**config.mk**
```make
export PLATFORM = sky130hd
export DESIGN_NAME = multiplication_seq_led_board
export DESIGN_NICKNAME = d
export VERILOG_FILES = /design/src/rtl/multiplication_seq_led_board.sv
export SDC_FILE = /design/constraint.sdc
export NUM_CORES = 1
export LEC_CHECK = 0
export CORE_MARGIN = 8
export CORE_UTILIZATION = 58
export DETAILED_ROUTE_END_ITERATION = 10
export PLACE_DENSITY_LB_ADDON = 0.15
export SKIP_LAST_GASP = 1
export SLEW_MARGIN = 20
export SYNTH_ARGS = -nofsm -noshare
export SYNTH_HDL_FRONTEND = slang
export SYNTH_SLANG_ARGS = --single-unit
```
**constraint.sdc**
```tcl
create_clock -name clk -period 2.7 [get_ports clk]
set_input_delay 0.405 -clock clk [delete_from_list [all_inputs] [get_ports clk]]
set_output_delay 0.405 -clock clk [all_outputs]
set_load 0.02 [all_outputs]
```
**src/rtl/multiplication_seq_led_board.sv**
```systemverilog
// Sequential 8x8 shift-add multiplier with a scanned four-digit 7-segment display.
// Define MULT_SIGNED_EN to treat a and b as two's complement (sign-magnitude internally).
module multiplication_seq_led_board #(
  parameter int SCAN_DIV = 50000,
  parameter int WIDTH    = 8
) (
  input  logic             clk,
  input  logic             rst,
  input  logic             start,
  input  logic [WIDTH-1:0] a,
  input  logic [WIDTH-1:0] b,
  output logic             done,
  output logic [6:0]       out,
  output logic             led1,
  output logic             led2,
  output logic             led3,
  output logic             led4
);

  localparam int PW = 2 * WIDTH;
  localparam int BW = $clog2(WIDTH);
  localparam int CW = $clog2(SCAN_DIV);

  typedef enum logic [1:0] {IDLE = 2'd0, LOAD = 2'd1, CALC = 2'd2, FIN = 2'd3} state_t;

  state_t          state;
  state_t          next_state;
  logic            sync1, sync2, sync3;
  logic            start_pulse;
  logic            load_en, calc_en, fin_en;
  logic [WIDTH-1:0] mcand;
  logic [WIDTH-1:0] mplier;
  logic [PW-1:0]   acc;
  logic [PW-1:0]   product;
  logic [BW-1:0]   bit_cnt;
  logic [WIDTH:0]  sum;
  logic [CW-1:0]   scan_cnt;
  logic [1:0]      digit;
  logic [3:0]      nibble;
  logic [3:0]      leds;
`ifdef MULT_SIGNED_EN
  logic            neg;
`endif

  function automatic logic [6:0] seg_decode(input logic [3:0] n);
    logic [6:0] s;
    case (n)
      4'h0: s = 7'b0111111;
      4'h1: s = 7'b0000110;
      4'h2: s = 7'b1011011;
      4'h3: s = 7'b1001111;
      4'h4: s = 7'b1100110;
      4'h5: s = 7'b1101101;
      4'h6: s = 7'b1111101;
      4'h7: s = 7'b0000111;
      4'h8: s = 7'b1111111;
      4'h9: s = 7'b1101111;
      4'hA: s = 7'b1110111;
      4'hB: s = 7'b1111100;
      4'hC: s = 7'b0111001;
      4'hD: s = 7'b1011110;
      4'hE: s = 7'b1111001;
      4'hF: s = 7'b1110001;
      default: s = 7'b0000000;
    endcase
    return s;
  endfunction

  // Start button synchronizer; the third stage only serves edge detection.
  always_ff @(posedge clk or negedge rst) begin
    if (!rst) begin
      {sync1, sync2, sync3} <= 3'b000;
    end else begin
      {sync1, sync2, sync3} <= {start, sync1, sync2};
    end
  end

  assign start_pulse = sync2 & ~sync3;

  // FSM state register.
  always_ff @(posedge clk or negedge rst) begin
    if (!rst) begin
      state <= IDLE;
    end else begin
      state <= next_state;
    end
  end

  // FSM next-state logic; start pulses outside IDLE/FIN are dropped.
  always_comb begin
    next_state = state;
    case (state)
      IDLE: if (start_pulse) next_state = LOAD; else next_state = IDLE;
      LOAD: next_state = CALC;
      CALC: if (bit_cnt == BW'(WIDTH - 1)) next_state = FIN; else next_state = CALC;
      FIN:  if (start_pulse) next_state = LOAD; else next_state = FIN;
      default: next_state = IDLE;
    endcase
  end

  // FSM output decode into datapath enables.
  always_comb begin
    load_en = 1'b0;
    calc_en = 1'b0;
    fin_en  = 1'b0;
    case (state)
      LOAD:    load_en = 1'b1;
      CALC:    calc_en = 1'b1;
      FIN:     fin_en  = 1'b1;
      default: load_en = 1'b0;
    endcase
  end

  assign sum = {1'b0, acc[PW-1:WIDTH]} + {1'b0, (mplier[0] ? mcand : {WIDTH{1'b0}})};

  // Multiplier datapath: product only updates in FIN so the display never sees partial sums.
  always_ff @(posedge clk or negedge rst) begin
    if (!rst) begin
      mcand   <= '0;
      mplier  <= '0;
      acc     <= '0;
      bit_cnt <= '0;
      product <= '0;
      done    <= 1'b0;
`ifdef MULT_SIGNED_EN
      neg     <= 1'b0;
`endif
    end else if (load_en) begin
`ifdef MULT_SIGNED_EN
      mcand   <= a[WIDTH-1] ? ((~a) + {{(WIDTH-1){1'b0}}, 1'b1}) : a;
      mplier  <= b[WIDTH-1] ? ((~b) + {{(WIDTH-1){1'b0}}, 1'b1}) : b;
      neg     <= a[WIDTH-1] ^ b[WIDTH-1];
`else
      mcand   <= a;
      mplier  <= b;
`endif
      acc     <= '0;
      bit_cnt <= '0;
      done    <= 1'b0;
    end else if (calc_en) begin
      acc     <= {sum, acc[WIDTH-1:1]};
      mplier  <= {1'b0, mplier[WIDTH-1:1]};
      bit_cnt <= bit_cnt + BW'(1);
    end else if (fin_en) begin
`ifdef MULT_SIGNED_EN
      product <= neg ? ((~acc) + {{(PW-1){1'b0}}, 1'b1}) : acc;
`else
      product <= acc;
`endif
      done    <= 1'b1;
    end else begin
      done    <= done;
    end
  end

  // Display scan timer and digit index.
  always_ff @(posedge clk or negedge rst) begin
    if (!rst) begin
      scan_cnt <= '0;
      digit    <= 2'd0;
    end else if (scan_cnt == CW'(SCAN_DIV - 1)) begin
      scan_cnt <= '0;
      digit    <= digit + 2'd1;
    end else begin
      scan_cnt <= scan_cnt + CW'(1);
    end
  end

  // Nibble select, digit 0 is the most significant.
  always_comb begin
    nibble = 4'h0;
    case (digit)
      2'd0:    nibble = product[15:12];
      2'd1:    nibble = product[11:8];
      2'd2:    nibble = product[7:4];
      2'd3:    nibble = product[3:0];
      default: nibble = 4'h0;
    endcase
  end

  // Segment and enable registers update together so the digits never ghost.
  always_ff @(posedge clk or negedge rst) begin
    if (!rst) begin
      out  <= 7'b0111111;
      leds <= 4'b0001;
    end else begin
      out  <= seg_decode(nibble);
      leds <= 4'b0001 << digit;
    end
  end

  assign led1 = leds[0];
  assign led2 = leds[1];
  assign led3 = leds[2];
  assign led4 = leds[3];

endmodule

```
==> impl_metrics.ini, run 1 <==
[status]
status = completed

[setup_path]
worstSetupEndpointType = flip-flop
arrival_ns = 2.62
startpoint_type = flip-flop
crit_type = flip-flop to flip-flop
worstPathMaxFanout = 7
cp.required_ns = 2.99
reg2reg_slack_ns = 0.37
r2r_cells = 8

[synth]
synthArstFlopShare_pct = 100
synth_seq_cells = 86
syn-num-nets = 418
syn_avg_cell_area_sq_um = 11.4
syn_area_sq_um = 4260
synth_warnings = 0
yosysSeqAreaShare_pct = 50.8
synth_edf_count = 0
yosys_most_used_dff = dfrtp_1
syn_inst = 373
synth_cell_type_count = 61

[sta]
fin_worst_skew_ns = 0.0155
period_minus_slack_ns = 2.33
tns_ns = 0
worst_hold_slack_ns = 0.0728
final_hold_viol_count = 0
slew_headroom_pct = 48.2
clock.fmax_mhz = 429
tightest_slew_ns = 0.776
finalCritPeriodShare_pct = 86.3
rsz0062_at_grt = no
setup_viol = 0
slew_viol_final = 0

[job]
max_cap_violations = 0

[floorplanning]
start_util_pct = 59.3
ios = 31
core-area_sq_um = 7180
die_x_microns = 102
die-area_sq_um = 10300
row_count = 31
die_h_microns = 102

[drt]
viasPerCell = 5.61
ant_nets = 0
vias = 2863
dr.pass1.iters = 4
first_iter_violations = 130
drt-total-wl_mm = 7.72
drc = 0
avgRoutedWirePerCell_microns = 15.1

[grt]
grt_pass1_wl_mm = 13.7
antenna_found_initial = 0
gr-total-overflow = 0
grt_pass1_vias = 2913
grtUsageTotal_pct = 17.0
grt_max_degree = 51

[cts]
clockRootBuffer = clkbuf_8
ctsResizeCount = 0
postCtsHoldBufs = 0
cts_buffer_depth = 2
clk_pin_slew_ns = 0.09
tritoncts = done
clk_latency_ns = 0.36
cts.sinks = 86
cts_setup_buffers = 0
numCtsBuffers = 9
htree_levels = 3

[finish]
fillers = 546
layout_commonest_cell = dfrtp_1
finalNetCount = 451
syn_to_final_growth_pct = 14.1
final_cell_mix = dfrtp_1, clkdlybuf4s50_1, mux2_2
num_antenna_cells = 0
drive_above_1_share_pct = 15.8

[power_and_ir_drop]
switching_share_pct = 38.3
p_switching_uw = 2050
power.density_nw_per_um2 = 1100
irDropWorstVdd_mv = 0.616
clkPwrFrac_pct = 17.1
p_seq_share_pct = 37.3
p_leak_uw = 0.00214
internal-power_uw = 3300
p_comb_share_pct = 45.6

[placement]
routabilityCongestion = 0.831
place_hpwl_mm = 5.51
io_buffers = 30

[worst_hold_path]
hold_path_class = primary input to asynchronous set/reset pin
-- cells in the mapped netlist (4+ instances only) --
master     n  area [sq um]
dfrtp_1   79          1980
nor2b_1    6          37.5
nor2_1    23          86.3
and2_1     8          50.1
mux2i_1   15           150
xor2_1     4          35.0
xnor2_1    7          61.3
a21oi_1   15          75.1
inv_1     18          67.6
nand2b_1   5          31.3
clkbuf_1   5          18.8
mux2_2    26           293
nand3_1   12          60.1
a211oi_1   4          30.0
ha_1      25           313
o31ai_1    6          45.0
a31oi_1    4          25.0
a21o_1     4          30.0
dfstp_2    7           184
buf_2      4          20.0
nand2_1   20          75.1
o21ai_0   14          70.1
-- registers in the layout, indices dropped and copies added (netlist names) --
signal	cells
done	1
scan_cnt	16
leds	4
sync3	1
bit_cnt	3
product	16
mplier	8
sync1	1
mcand	8
digit	2
sync2	1
state	2
acc	16
out	7
-- routing by layer --
metal,GRT usage (%),vias to the layer above,part of all wire (%)
li1,-,1389,-
met4,8.93,0,1.7
met2,26.1,53,47
met3,2.61,11,4.4
met5,0,-,0
met1,22.6,1410,47
-- logic make-up (layout without fill, tap and decap cells) --
| group | after synthesis | count (layout) | share of synthesized area [%] |
|---|---|---|---|
| xor+xnor | 11 | 11 | 2.26 |
| simple gates | 100 | 100 | 12.8 |
| buf+inv | 35 | 73 | 3.73 |
| compound gates | 71 | 71 | 11.4 |
| flops | 86 | 86 | 50.8 |
| mux | 44 | 44 | 11.3 |
| fa+ha+maj | 26 | 26 | 7.82 |
-- final timing paths --
kind                                     end            startpoint
hold / removal              out[6]$_DFF_PN0_                   rst
max in group asynchronous  leds[0]$_DFF_PN1_                   rst
hold reg to reg              sync2$_DFF_PN0_       sync1$_DFF_PN0_
setup reg to reg            out[6]$_DFF_PN0_  digit[0]$_DFFE_PN0N_
setup / recovery            out[6]$_DFF_PN0_  digit[0]$_DFFE_PN0N_
min in group clk             sync2$_DFF_PN0_       sync1$_DFF_PN0_
-- stage by stage --
stage	instances	instance area (sq um)	worst slack (ns)	total power [uW]	utilization, %
finish	510	4860	0.371	5350	67.7
global route	510	4860	0.145	5800	67.7
CTS	510	4860	0.359	5400	67.7
detailed placement	494	4660	0.388	4470	64.9
global placement	494	4660	0.515	4380	64.9
floorplan	373	4260	0.602	3810	-
-- cell type report --
type                       instances  area [sq um]  share of cell area (%)
inverter                          20          75.1                    1.55
sequential                        86          2160                    44.5
tap                               99           124                    2.55
multi-input combinational        252          1940                    39.9
timing repair buffer              37           363                    7.47
clock inverter                     5          57.6                    1.18
clock buffer                      11           141                    2.91
-- worst max-delay path, stage by stage (launching register included) --
cell and delay (ns):
dfrtp_1 0.41, inv_1 0.12, ha_1 0.36, a21o_1 0.16, a2bb2oi_1 0.36, inv_1 0.19
ha_1 0.24, mux2_1 0.31, a22oi_2 0.12
-- power groups by stage --
| stage | clock [uW] | combinational [uW] | sequential, uW |
|---|---|---|---|
| 3_3_place_gp | 0 | 2370 | 2010 |
| 5_1_grt | 993 | 2750 | 2050 |
| 4_1_cts | 938 | 2460 | 2000 |
| 6_report | 915 | 2440 | 1990 |
| 3_5_place_dp | 0 | 2440 | 2020 |
| 2_1_floorplan | 0 | 1810 | 2000 |
Power figures use the tool's default switching activity.
==> run 2: changes to the inputs <==
==> constraint.sdc (replaced) <==
create_clock -name clk -period 2.7 [get_ports clk]
set_input_delay 0.405 -clock clk [delete_from_list [all_inputs] [get_ports clk]]
set_output_delay 0.405 -clock clk [all_outputs]
set_load 0.01 [all_outputs]
==> results of run 2 <==
Same layout as run 1 (identical final DEF). Status: completed.
Main changes from that run: total power 5350 uW -> 5310 uW
==> run 3: changes to the inputs <==
--- a/config.mk
+++ b/config.mk
@@ -8,6 +8,7 @@
 export CORE_MARGIN = 8
 export CORE_UTILIZATION = 58
 export DETAILED_ROUTE_END_ITERATION = 10
+export HOLD_SLACK_MARGIN = 0.03
 export PLACE_DENSITY_LB_ADDON = 0.15
 export SKIP_LAST_GASP = 1
 export SLEW_MARGIN = 20
==> results of run 3 <==
Same layout as run 1 (identical final DEF). Status: completed.
Main changes from that run: total power 5350 uW -> 5310 uW
